**config.mk**
```make
export PLATFORM = sky130hd
export DESIGN_NAME = regf_write_ctrl
export DESIGN_NICKNAME = d
export VERILOG_FILES = /design/src/rtl/regf_write_ctrl_pkg.sv /design/src/rtl/regf_write_ctrl_rr_arbiter.sv /design/src/rtl/regf_write_ctrl.sv
export SDC_FILE = /design/constraint.sdc
export NUM_CORES = 1
export LEC_CHECK = 0
export ABC_AREA = 1
export CAP_MARGIN = 20
export CORE_ASPECT_RATIO = 2
export CORE_MARGIN = 2
export CORE_UTILIZATION = 43
export CTS_CLUSTER_SIZE = 12
export DETAILED_ROUTE_END_ITERATION = 16
export PLACE_DENSITY = 0.89
export SYNTH_ARGS = -nofsm -noshare
export SYNTH_HDL_FRONTEND = slang
export SYNTH_SLANG_ARGS = --single-unit
```
**constraint.sdc**
```tcl
create_clock -name clk -period 5.7 [get_ports clk]
set_clock_uncertainty 0.2 [all_clocks]
set_input_delay 1.14 -clock clk [delete_from_list [all_inputs] [get_ports clk]]
set_output_delay 1.14 -clock clk [all_outputs]
set_load 0.1 [all_outputs]
```
**src/rtl/regf_write_ctrl_pkg.sv**
```systemverilog
`default_nettype none
// ============================================================================
// regf_pkg : shared register-file types and constants.  Rev 1.0
// ============================================================================
package regf_pkg;

   localparam int REGF_ADDR_W = 5;
   localparam int REGF_DEPTH  = 32;

   typedef logic [REGF_ADDR_W-1:0] regf_addr_t;

   localparam regf_addr_t REGF_ZERO_IDX  = 5'd0;
   localparam regf_addr_t REGF_FIRST_IDX = 5'd1;
   localparam regf_addr_t REGF_LAST_IDX  = 5'(REGF_DEPTH - 1);

   typedef enum logic {
      WC_CLEAR = 1'b0,
      WC_RUN   = 1'b1
   } wctrl_state_e;

endpackage
`default_nettype wire

```
**src/rtl/regf_write_ctrl_rr_arbiter.sv**
```systemverilog
`default_nettype none
// ============================================================================
// rr_arbiter : combinational round-robin picker, search starts at ptr.  Rev 1.0
// ============================================================================
module rr_arbiter #(
   parameter int N  = 3,
   parameter int IW = $clog2(N)
) (
   input  logic [N-1:0]  req,
   input  logic [IW-1:0] ptr,
   output logic [N-1:0]  grant,
   output logic [IW-1:0] grant_idx
);

   logic [N-1:0] w_rot;
   logic [IW:0]  w_sum;
   logic         w_any;

   // Rotate so that bit 0 is the requester at ptr; lowest set bit then wins.
   assign w_rot = N'({req, req} >> ptr);

   always_comb begin
      w_sum = '0;
      w_any = 1'b0;
      for (int k = N - 1; k >= 0; k--) begin
         if (w_rot[k]) begin
            w_sum = {1'b0, ptr} + (IW+1)'(k);
            w_any = 1'b1;
         end
      end
      if (w_sum >= (IW+1)'(N)) begin
         w_sum = w_sum - (IW+1)'(N);
      end
   end

   assign grant_idx = w_sum[IW-1:0];
   assign grant     = w_any ? (N'(1) << grant_idx) : '0;

endmodule
`default_nettype wire

```
**src/rtl/regf_write_ctrl.sv**
```systemverilog
`default_nettype none
// ============================================================================
// regf_write_ctrl : register-file write-port controller, post-reset clear
//                   of x1..x31 then round-robin arbitration.  Rev 1.0
// ============================================================================
module regf_write_ctrl
   import regf_pkg::*;
#(
   parameter int  REGF_WIDTH     = 32,
   parameter int  NUM_REQ        = 3,
   parameter bit  CLEAR_ON_RESET = 1'b1,
   localparam int GID_W          = $clog2(NUM_REQ)
) (
   input  logic                          clk,
   input  logic                          rst_n,
   input  logic [NUM_REQ-1:0]            req_valid,
   input  logic [NUM_REQ*5-1:0]          req_addr,
   input  logic [NUM_REQ*REGF_WIDTH-1:0] req_data,
   output logic [NUM_REQ-1:0]            req_ready,
   output logic                          write_en,
   output logic [4:0]                    rsW,
   output logic [REGF_WIDTH-1:0]         write_data,
   output logic [GID_W-1:0]              grant_id,
   output logic                          init_done
);

   localparam wctrl_state_e RESET_STATE = CLEAR_ON_RESET ? WC_CLEAR : WC_RUN;

   wctrl_state_e            r_state,       w_state_nxt;
   regf_addr_t              r_clear_idx,   w_clear_idx_nxt;
   logic [GID_W-1:0]        r_rr_ptr,      w_rr_ptr_nxt;
   logic                    r_write_en,    w_write_en_nxt;
   regf_addr_t              r_rsW,         w_rsW_nxt;
   logic [REGF_WIDTH-1:0]   r_write_data,  w_write_data_nxt;
   logic [GID_W-1:0]        r_grant_id,    w_grant_id_nxt;
   logic                    r_init_done,   w_init_done_nxt;
   logic [NUM_REQ-1:0]      w_ready;

   logic [NUM_REQ-1:0]      w_grant;
   logic [GID_W-1:0]        w_grant_idx;
   logic                    w_xfer;
   regf_addr_t              w_addr [NUM_REQ];
   logic [REGF_WIDTH-1:0]   w_data [NUM_REQ];
   regf_addr_t              w_sel_addr;
   logic [REGF_WIDTH-1:0]   w_sel_data;

   generate
      for (genvar gi = 0; gi < NUM_REQ; gi++) begin : g_unpack
         assign w_addr[gi] = req_addr[gi*5 +: 5];
         assign w_data[gi] = req_data[gi*REGF_WIDTH +: REGF_WIDTH];
      end
   endgenerate

   rr_arbiter #(
      .N  (NUM_REQ),
      .IW (GID_W)
   ) u_arb (
      .req       (req_valid),
      .ptr       (r_rr_ptr),
      .grant     (w_grant),
      .grant_idx (w_grant_idx)
   );

   // A grant is only ever raised for a valid requester, so any grant is a transfer.
   assign w_xfer     = |w_grant;
   assign w_sel_addr = w_addr[w_grant_idx];
   assign w_sel_data = w_data[w_grant_idx];

   always_comb begin
      w_state_nxt      = r_state;
      w_clear_idx_nxt  = r_clear_idx;
      w_rr_ptr_nxt     = r_rr_ptr;
      w_write_en_nxt   = 1'b0;
      w_rsW_nxt        = r_rsW;
      w_write_data_nxt = r_write_data;
      w_grant_id_nxt   = r_grant_id;
      w_init_done_nxt  = r_init_done;
      w_ready          = '0;

      case (r_state)
         WC_CLEAR: begin
            w_write_en_nxt   = 1'b1;
            w_rsW_nxt        = r_clear_idx;
            w_write_data_nxt = '0;
            w_clear_idx_nxt  = r_clear_idx + 5'd1;
            if (r_clear_idx == REGF_LAST_IDX) begin
               w_state_nxt     = WC_RUN;
               w_init_done_nxt = 1'b1;
            end
         end
         WC_RUN: begin
            w_ready = w_grant;
            if (w_xfer) begin
               // Writes to x0 are consumed but never reach the register file.
               w_write_en_nxt   = (w_sel_addr != REGF_ZERO_IDX);
               w_rsW_nxt        = w_sel_addr;
               w_write_data_nxt = w_sel_data;
               w_grant_id_nxt   = w_grant_idx;
               w_rr_ptr_nxt     = (w_grant_idx == GID_W'(NUM_REQ - 1)) ? '0
                                                                        : w_grant_idx + 1'b1;
            end
         end
         default: begin
            w_state_nxt = RESET_STATE;
         end
      endcase
   end

   always_ff @(posedge clk) begin
      if (!rst_n) begin
         r_state      <= RESET_STATE;
         r_clear_idx  <= REGF_FIRST_IDX;
         r_rr_ptr     <= '0;
         r_write_en   <= 1'b0;
         r_rsW        <= REGF_ZERO_IDX;
         r_write_data <= '0;
         r_grant_id   <= '0;
         r_init_done  <= ~CLEAR_ON_RESET;
      end else begin
         r_state      <= w_state_nxt;
         r_clear_idx  <= w_clear_idx_nxt;
         r_rr_ptr     <= w_rr_ptr_nxt;
         r_write_en   <= w_write_en_nxt;
         r_rsW        <= w_rsW_nxt;
         r_write_data <= w_write_data_nxt;
         r_grant_id   <= w_grant_id_nxt;
         r_init_done  <= w_init_done_nxt;
      end
   end

   assign req_ready  = w_ready;
   assign write_en   = r_write_en;
   assign rsW        = r_rsW;
   assign write_data = r_write_data;
   assign grant_id   = r_grant_id;
   assign init_done  = r_init_done;

endmodule
`default_nettype wire
```
## After elaboration in Yosys (flattened, before gate mapping)

Index checks and enable logic that the tools add are counted.

| storage, ports and cells | value |
|---|---|
| bits in registers | 49 |
| bits of input ports | 116 |
| output and inout port bits | 44 |
| logic and storage cells | 50 |

| cells by class | value |
|---|---|
| add/subtract/negate cells | 5 |
| magnitude comparators | 2 |
| equality and inequality tests | 3 |
| shift-type cells | 2 |
| muxes and demuxes | 24 |
| bitwise logic cells | 2 |
| reductions and logical operators | 4 |

Operators by type and width:

| operator | number |
|---|---|
| 32-bit 2-to-1 mux | 3 |
| 32-bit binary-select mux with 2-bit select | 1 |
| 32-bit case mux with 2 select lines | 1 |
| 3-bit 2-to-1 mux | 5 |
| 5-bit 2-to-1 mux | 3 |
| 5-bit binary-select mux with 2-bit select | 1 |
| 5-bit case mux with 2 select lines | 1 |
| 1-bit 2-to-1 mux | 6 |
| 6-bit by 2-bit >> shifter with 3-bit output | 1 |
| 5-bit by 1-bit adder with 5-bit output, second input constant | 1 |
| 5-bit equality test, second input constant | 1 |
| 5-bit nonzero test | 1 |
| 2-bit 2-to-1 mux | 2 |
| 2-bit AND reduction | 2 |
| 2-bit by 1-bit adder with 3-bit output, second input constant | 1 |
| 2-bit by 2-bit adder with 3-bit output, second input constant | 1 |
| 3-bit by 2-bit >= comparator with 1-bit output, second input constant | 1 |
| 3-bit >= comparator, second input constant | 1 |
| 2-bit NOT with 3-bit output | 1 |
| 3-bit OR reduction | 1 |
| 1-bit by 2-bit << shifter with 3-bit output, first input constant | 1 |
| 2-bit by 1-bit adder with 2-bit output, second input constant | 1 |
| 2-bit equality test, second input constant | 1 |
| 2-bit by 1-bit != test with 1-bit output, second input constant | 1 |
| other kinds (3) | 3 |

## Logic depth before layout (Yosys ltp)

Gate-level depths: netlist (run 1).

| depth | value |
|---|---|
| depth in word-level cells | 13 |
| gate-level depth with buffers | 19 |
| mapped depth without buffers | 17 |

## Cells and area by module

Synthesis (run 1) repeated with hierarchy kept, for this count alone.

| unflattened totals | value |
|---|---|
| cells, all modules | 467 |
| area, all modules | 3,083.0 um2 |

By module, submodules not included:

| module | instances | cells an instance | area an instance (um2) | seq. area each (um2) |
|---|---|---|---|---|
| regf_write_ctrl | 1 | 407 | 2,765.2 | 980.9 |
| rr_arbiter | 1 | 60 | 317.8 | 0.0 |

## Worst setup path before layout (run 1)

Ideal clock, no wire load.

| path | value |
|---|---|
| kind | input-to-output |
| start | in req_valid[1] |
| end | out req_ready[0] |
| data arrival time | 2.978 ns |
| required time | 4.360 ns |
| setup slack | 1.382 ns |
| cell stages on the path | 16 |
| path buffers | 1 |
| cells stage by stage | inv_1 nand2_1 nand3_2 nand2_2 nor2_2 nand2_1 nand2_1 nand2_1 nand2_2 inv_2 nand2_4 nand2_4 nor2_4 buf_6 nand3_1 inv_1 |

| between the ends | value |
|---|---|
| word-level cells in the longest chain between the ends | 9 |
| elaborated cells on any way between the ends | 13 |
| classes of those cells | add/sub: 1; order compare: 1; shift: 2; mux: 9 |

Ends and longest elaborated chain:

| item | line | source |
|---|---|---|
| start: declaration | regf_write_ctrl.sv:16 | `input logic [NUM_REQ-1:0] req_valid,` |
| 6-bit by 2-bit >> shifter with 3-bit output * | regf_write_ctrl_rr_arbiter.sv:20 | `assign w_rot = N'({req, req} >> ptr);` |
| 3-bit 2-to-1 mux (3 in series) | regf_write_ctrl_rr_arbiter.sv:26 | `if (w_rot[k]) begin` |
| 3-bit by 2-bit >= comparator with 1-bit output or 2-bit subtractor (tied branches) | regf_write_ctrl_rr_arbiter.sv:31, regf_write_ctrl_rr_arbiter.sv:32 |  |
| 2-bit 2-to-1 mux | regf_write_ctrl_rr_arbiter.sv:31 | `if (w_sum >= (IW+1)'(N)) begin` |
| 1-bit by 2-bit << shifter with 3-bit output | regf_write_ctrl_rr_arbiter.sv:37 | `assign grant = w_any ? (N'(1) << grant_idx) : '0;` |
| 3-bit 2-to-1 mux * | regf_write_ctrl_rr_arbiter.sv:37 |  |
| 3-bit 2-to-1 mux * | regf_write_ctrl.sv:80 | `case (r_state)` |
| end: declaration | regf_write_ctrl.sv:19 | `output logic [NUM_REQ-1:0] req_ready,` |

Mark *: on every way between the ends. The rest lies on a longest branch, timed or not.

## Worst setup path in the final report (run 1)

| path | value |
|---|---|
| start | in req_valid[1] |
| end | out req_ready[1] |

The elaborated chain is that of the path after synthesis.

==> results of run 1 <==
kinds of logic (layout without fill, tap and decap cells):
| family | count (synthesis) | count (layout) |
|---|---|---|
| AND/OR/NAND/NOR | 247 | 247 |
| AO/OA/AOI/OAI | 114 | 114 |
| adder cells (fa/ha/maj) | 3 | 3 |
| buffers and inverters | 60 | 202 |
| flip-flops | 49 | 49 |
metrics by stage:
stage                     worst slack [ns]  utilization, %  cells  hold slack, ns
after global placement               0.959            67.0    698           0.250
after global routing                 0.570            69.1    705           0.282
final                                0.773            69.1    705           0.262
after detailed placement             0.844            67.0    698           0.256
after floorplan                       1.38               -    473           0.266
after CTS                            0.835            69.1    705           0.266
power breakdown:
| part | switching, uW | internal, uW |
|---|---|---|
| clock | 121 | 172 |
| sequential | 3.18 | 347 |
| combinational | 111 | 110 |
path summary, 6_finish.rpt:
path / depth (start not counted) / slack (ns) / to
setup / recovery: 16 / 0.77 / req_ready[1]
hold / removal: 2 / 0.26 / write_data[22]
setup reg to reg: 14 / 2.50 / write_data[10]
hold reg to reg: 2 / 0.26 / write_data[22]
layer usage:
layer / vias to the layer above / part of all wire, % / GRT usage (%)
met5: - / 0 / 0
met4: 0 / 1.4 / 7.36
met3: 8 / 10 / 8.86
met2: 140 / 50 / 43.1
met1: 1550 / 39 / 24.9
li1: 1811 / - / -
area by class of cell:
| cell class | instances | area [um2] |
|---|---|---|
| inverters | 31 | 121 |
| clock inverters | 1 | 7.51 |
| fillers | 596 | 2110 |
| flip-flops and latches | 49 | 981 |
| well taps | 90 | 113 |
| clock buffers | 6 | 139 |
| multi-input cells | 364 | 1700 |
| repair buffers | 164 | 1660 |
cells in the final DEF (no fill, tap or decap), types with 3 or more instances in the layout:
cell type,n
o21ai_0,24
nor2_4,3
nand4_1,3
buf_4,5
clkdlybuf4s50_1,156
nor2_2,5
nand2_1,154
nand3_1,21
nand3_2,3
clkbuf_16,5
a31oi_1,5
nand2_2,5
inv_1,24
nand2_4,3
ha_1,3
o21ai_1,43
nor3_1,4
nor2_1,43
a21oi_1,40
buf_12,3
dfxtp_1,49
inv_2,5
worst min-delay path: stages (launching register included):
cell	delay, ns
dfxtp_1	0.31
nand2_1	0.06
a21oi_1	0.05
registers in the layout, summed over array words and instances (netlist names):
name	cells
write_data	32
r_clear_idx	5
rsW	5
grant_id	2
r_rr_ptr	2
init_done	1
r_state	1
write_en	1
==> qor.txt, run 1 <==
Router iterations before antenna repair = 4
Initial antenna violation count = 0
Clk slew on worst S/H paths = 0.06 ns
YS warnings = 0
Total gr overflow = 0
Post-synth EDFFs = 0
Ys async rst share = 0%
Fin area = 4720 um2
CP Class = in2out
CTS tree = yes
Max incr delay on CP = 0.51 ns
WP buf/inv = 5
Slowest cell on crit path = clkdlybuf4s50_1
Worst rel slew slack = 31.5%
Synth cell types = 29
Number of remaining DRC errors = 0
Startpoint of the worst register-to-register path = r_rr_ptr[0]
Clock buffer depth = 2
Most used cell, CP = nand2_1
Simple-Gate Fraction of Synth Area = 35.9%
Port-buffer cells = 159
Syn Nets = 592
CP Capture Type = output pin
Synth Register Bits = 49
Max Cap Viol = 0
Site Rows = 43
Yosys top cell by area = dfxtp_1
H-Tree Depth = 2
Final setup violation count = 0
Synth Area in Compound Gates = 19.7%
Synth Area in XOR/XNOR = 0%
Unrepaired setup endpoints after global routing = no
Status = complete, no violations
Maximum vdd drop = 212 uV
Synth-to-Final Area Change = 57.9%
Seq/Total Area, Yosys = 32.8%
Final ANT Viol Nets = 0
CP top delay family = simple AND/OR/NAND/NOR gates
Final TNS setup = 0 ns
Iteration-0 DRC Markers = 170
Routability cong. = 0.891
Design Power = 864 uW
Final period util = 86.4%
Layout net count = 734
Core ar. = 6830 um2
Largest family of logic cells by synthesized area = simple AND/OR/NAND/NOR gates
Number of global-route vias before repair = 3343
Initial core utilization = 43.8%
Worst Setup SP = req_valid[1]
ANT cells = 0
Placed Area = 4580 um2
Fin. Hold Viols = 0
CTS-repair resized insts = 0
CTS buffer count = 5
CTS root buf = clkbuf_16
Most common library cells after synthesis = 154 x nand2_1, 49 x dfxtp_1, 43 x nor2_1, 43 x o21ai_1, 40 x a21oi_1
Mapped Cells = 473
Gr usage total = 23.7%
Total die area = 7680 um2
Critical path fanouts, max = 21
Setup bufs post-CTS = 0
Drt wl/cell = 12.7 um
Final Max Slew Viols = 0
Largest net degree at the start of global routing = 47
Synth Area in Adders = 1.25%
Hold wc startpoint = write_data[22]
Fraction of layout instances using a drive strength above 1 = 6.99%
DR vias = 3509
Clock latency on the worst-skew pair = 0.29 ns
Worst Path Required = 4.36 ns
Die Y-Extent = 122 um
DIE WIDTH = 63.0 um
Vias per inst = 4.98
CP arrival = 3.59 ns
Top post-synthesis cells by area = dfxtp_1 33%, nand2_1 19%, o21ai_1 7.2%
Post-synth top flop = dfxtp_1
LEAKAGE = 0.00181 uW
First-pass GRT wire length = 14900 um
CP startpoint kind = primary input
Power Density = 183 nW/um2
DRT Wirelength = 8940 um
Most frequent cell after synthesis = nand2_1
Top Ports = 160
Crit path time final = 4.93 ns
Hpwl dp = 6820 um
Post-synth top area share = 32.8%
Post-CTS Hold Buffers = 0
Post-Synthesis Cell Area = 2990 um2
Worst Hold Class = reg2reg
# clock sinks = 49
Max frequency = 203 MHz
Crit path cell chain = clkdlybuf4s50_1 > inv_1 > nand2_1 > nand3_2 > nand2_2 > nor2_2 > a21boi_0 > nand2_1 > nand2_2 > inv_2 > nand2_4 > nand2_4 > nor2_4 > nand2_1 > inv_1 > buf_12
Slew @ Worst Pin = 1.02 ns
Avg Cell Area, Syn = 6.32 um2
Mux cell area share after synthesis = 0%
No activity file was read; power rests on OpenSTA's default activity.
==> inputs of run 2 (changes only) <==
--- a/config.mk
+++ b/config.mk
@@ -6,13 +6,14 @@
 export NUM_CORES = 1
 export LEC_CHECK = 0
 export ABC_AREA = 1
-export CAP_MARGIN = 20
+export CAP_MARGIN = 0
 export CORE_ASPECT_RATIO = 2
 export CORE_MARGIN = 2
 export CORE_UTILIZATION = 43
 export CTS_CLUSTER_SIZE = 12
 export DETAILED_ROUTE_END_ITERATION = 16
-export PLACE_DENSITY = 0.89
+export PLACE_DENSITY = 0.88
 export SYNTH_ARGS = -nofsm -noshare
 export SYNTH_HDL_FRONTEND = slang
+export SYNTH_HIERARCHICAL = 1
 export SYNTH_SLANG_ARGS = --single-unit
==> qor.txt, run 2 <==
CTS tree = yes (unchanged)
Placed Cells = 692 (was 698)
ANT cells = 0 (unchanged)
Mapped Cells = 467 (was 473)
DIE WIDTH = 63.9 um (was 63.0 um)
Avg Cell Area, Syn = 6.60 um2 (was 6.32 um2)
Setup bufs post-CTS = 0 (unchanged)
Fraction of layout instances using a drive strength above 1 = 12.0% (was 6.99%)
Mux cell area share after synthesis = 0% (unchanged)
Iteration-0 DRC Markers = 259 (was 170)
H-Tree Depth = 2 (unchanged)
Critical path fanouts, max = 9 (was 21)
Top post-synthesis cells by area = dfxtp_1 32%, nand2_1 25%, nand3_1 8.6% (was dfxtp_1 33%, nand2_1 19%, o21ai_1 7.2%)
Clock latency on the worst-skew pair = 0.28 ns (was 0.29 ns)
Site Rows = 43 (unchanged)
Max reg flops = 32 (unchanged)
Synth cell types = 30 (was 29)
Initial core utilization = 44.4% (was 43.8%)
Die Y-Extent = 124 um (was 122 um)
Number of global-route vias before repair = 3511 (was 3343)
Storage cell area = 981 um2 (unchanged)
Post-synth top flop = dfxtp_1 (unchanged)
Top Ports = 160 (unchanged)
Final Non-Filler Cells = 699 (was 705)
Max incr delay on CP = 0.51 ns (about the same)
Post-CTS Hold Buffers = 0 (unchanged)
Synth Area in XOR/XNOR = 0.284% (was 0%)
Max frequency = 199 MHz (was 203 MHz)
Slowest cell on crit path = clkdlybuf4s50_1 (unchanged)
Max Cap Viol = 0 (unchanged)
Clk slew on worst S/H paths = 0.06 ns (about the same)
Routability cong. = 0.878 (was 0.891)
Largest family of logic cells by synthesized area = simple AND/OR/NAND/NOR gates (unchanged)
Maximum vdd drop = 228 uV (was 212 uV)
CTS-repair resized insts = 0 (unchanged)
Synth Area in Compound Gates = 11.7% (was 19.7%)
Number of remaining DRC errors = 0 (unchanged)
Crit path cell chain = clkdlybuf4s50_1 > nand2_1 > nand3_1 > nand2_2 > nor2_2 > nand2_1 > nand2_1 > nor2_4 > ha_1 > nor2_2 > nand2_2 > nand2_2 > nand2_2 > inv_2 > nor2_2 > nand2_1 > inv_1 > buf_12 (was clkdlybuf4s50_1 > inv_1 > nand2_1 > nand3_2 > nand2_2 > nor2_2 > a21boi_0 > nand2_1 > nand2_2 > inv_2 > nand2_4 > nand2_4 > nor2_4 > nand2_1 > inv_1 > buf_12)
Simple-Gate Fraction of Synth Area = 44.6% (was 35.9%)
CTS buffer count = 5 (unchanged)
Final setup violation count = 0 (unchanged)
YS warnings = 6 (was 0)
Synth-to-Final Area Change = 54.3% (was 57.9%)
CP Capture Type = output pin (unchanged)
# fillers = 598 (was 596)
Synth Area in Adders = 1.62% (was 1.25%)
Yosys top cell by area = dfxtp_1 (unchanged)
Unrepaired setup endpoints after global routing = no (unchanged)
Worst rel slew slack = 31.2% (was 31.5%)
Post-synth top area share = 31.8% (was 32.8%)
DRT Wirelength = 10100 um (was 8940 um)
CP Class = in2out (unchanged)
Most common library cells after synthesis = 204 x nand2_1, 53 x nand3_1, 49 x dfxtp_1, 23 x a21oi_2, 23 x inv_1 (was 154 x nand2_1, 49 x dfxtp_1, 43 x nor2_1, 43 x o21ai_1, 40 x a21oi_1)
Final TNS setup = 0 ns (unchanged)
Core ar. = 6940 um2 (was 6830 um2)
Total gr overflow = 0 (unchanged)
Post-Synthesis Cell Area = 3080 um2 (was 2990 um2)
Worst Hold Class = reg2reg (unchanged)
Commonest non-fill, non-tap cell in the layout = nand2_1 (was clkdlybuf4s50_1)
Router iterations before antenna repair = 4 (unchanged)
Final ANT Viol Nets = 0 (unchanged)
Ys async rst share = 0% (unchanged)
Port-buffer cells = 159 (unchanged)
First-pass GRT wire length = 15700 um (was 14900 um)
Worst Path Required = 4.36 ns (about the same)
CP startpoint kind = primary input (unchanged)
LEAKAGE = 0.00191 uW (was 0.00181 uW)
Most frequent cell after synthesis = nand2_1 (unchanged)
CP arrival = 3.68 ns (was 3.59 ns)
Syn Nets = 587 (was 592)
Seq/Total Area, Yosys = 31.8% (was 32.8%)
CTS root buf = clkbuf_16 (unchanged)
Post-synth EDFFs = 0 (unchanged)
# clock sinks = 49 (unchanged)
Total die area = 7900 um2 (was 7680 um2)
Drt wl/cell = 14.4 um (was 12.7 um)
Synth Register Bits = 49 (unchanged)
Largest net degree at the start of global routing = 43 (was 47)
Slew @ Worst Pin = 1.03 ns (was 1.02 ns)
Hpwl dp = 7520 um (was 6820 um)
Gr usage total = 25.1% (was 23.7%)
Fin. Hold Viols = 0 (unchanged)
Layout net count = 729 (was 734)
Status = complete, no violations (unchanged)
Power Density = 191 nW/um2 (was 183 nW/um2)
Multi-input combinational cell area = 1800 um2 (was 1700 um2)
Final Max Slew Viols = 0 (unchanged)
Most frequent cells in the layout = 204 x nand2_1, 156 x clkdlybuf4s50_1, 53 x nand3_1, 49 x dfxtp_1, 23 x a21oi_2 (was 156 x clkdlybuf4s50_1, 154 x nand2_1, 49 x dfxtp_1, 43 x o21ai_1, 43 x nor2_1)
Crit path time final = 5.02 ns (was 4.93 ns)
Vias per inst = 5.09 (was 4.98)
DR vias = 3555 (was 3509)
Final period util = 88.1% (was 86.4%)
Clock buffer depth = 2 (unchanged)
Initial antenna violation count = 0 (unchanged)
==> run 2: metal layers <==
metal	share of wire (%)	up-vias	track usage [%]
met3	4.2	36	2.98
li1	-	1762	-
met2	56	127	49.9
met1	35	1630	24.7
met4	4.4	0	12.5
met5	0	-	0
==> run 2: per-stage QoR <==
| step | setup slack, ns | util [%] | area (um2) | hold WS, ns | total power [uW] |
|---|---|---|---|---|---|
| 5_1_grt | 0.470 | 68.5 | 4760 | 0.280 | 952 |
| 3_5_place_dp | 0.778 | 66.5 | 4610 | 0.256 | 624 |
| 6_report | 0.681 | 68.5 | 4760 | 0.262 | 909 |
| 2_1_floorplan | 1.34 | - | 3080 | 0.281 | 521 |
| 3_3_place_gp | 0.920 | 66.5 | 4610 | 0.253 | 617 |
| 4_1_cts | 0.752 | 68.5 | 4760 | 0.266 | 916 |
==> run 2: cells by family after synthesis <==
| group | Yosys count |
|---|---|
| AO/OA/AOI/OAI | 50 |
| buffers and inverters | 54 |
| flip-flops | 49 |
| XOR/XNOR | 1 |
| AND/OR/NAND/NOR | 309 |
| adder cells (fa/ha/maj) | 4 |
==> run 2: final timing paths <==
kind	start	end	slack, ns	cells past startpoint
worst max-delay path	req_valid[1]	req_ready[2]	0.68	18
worst min-delay path	write_data[14]	write_data[14]	0.26	2
worst max register to register	r_rr_ptr[0]	rsW[4]	1.93	21
worst min register to register	write_data[14]	write_data[14]	0.26	2
==> run 2: final cells by class <==
type                    instances  area share, %
multi-input cells             364           37.8
repair buffers                160           33.7
flip-flops and latches         49           20.6
clock buffers                   7           3.00
inverters                      29           2.50
well taps                      90           2.37
==> run 2: worst max-delay path: cells and delay by family <==
family | cells | cell delay [ns]
and+or+nand+nor | 13 | 1.30
buffers and inverters | 4 | 1.02
adders and majority gates | 1 | 0.20
==> run 2: power breakdown <==
part / leakage (uW) / internal [uW] / total, uW / switching (uW)
Clock: 0.0000700 / 172 / 292 / 120
Combinational: 0.00145 / 121 / 265 / 144
Sequential: 0.000396 / 347 / 351 / 3.97
Total: 0.00191 / 641 / 909 / 268
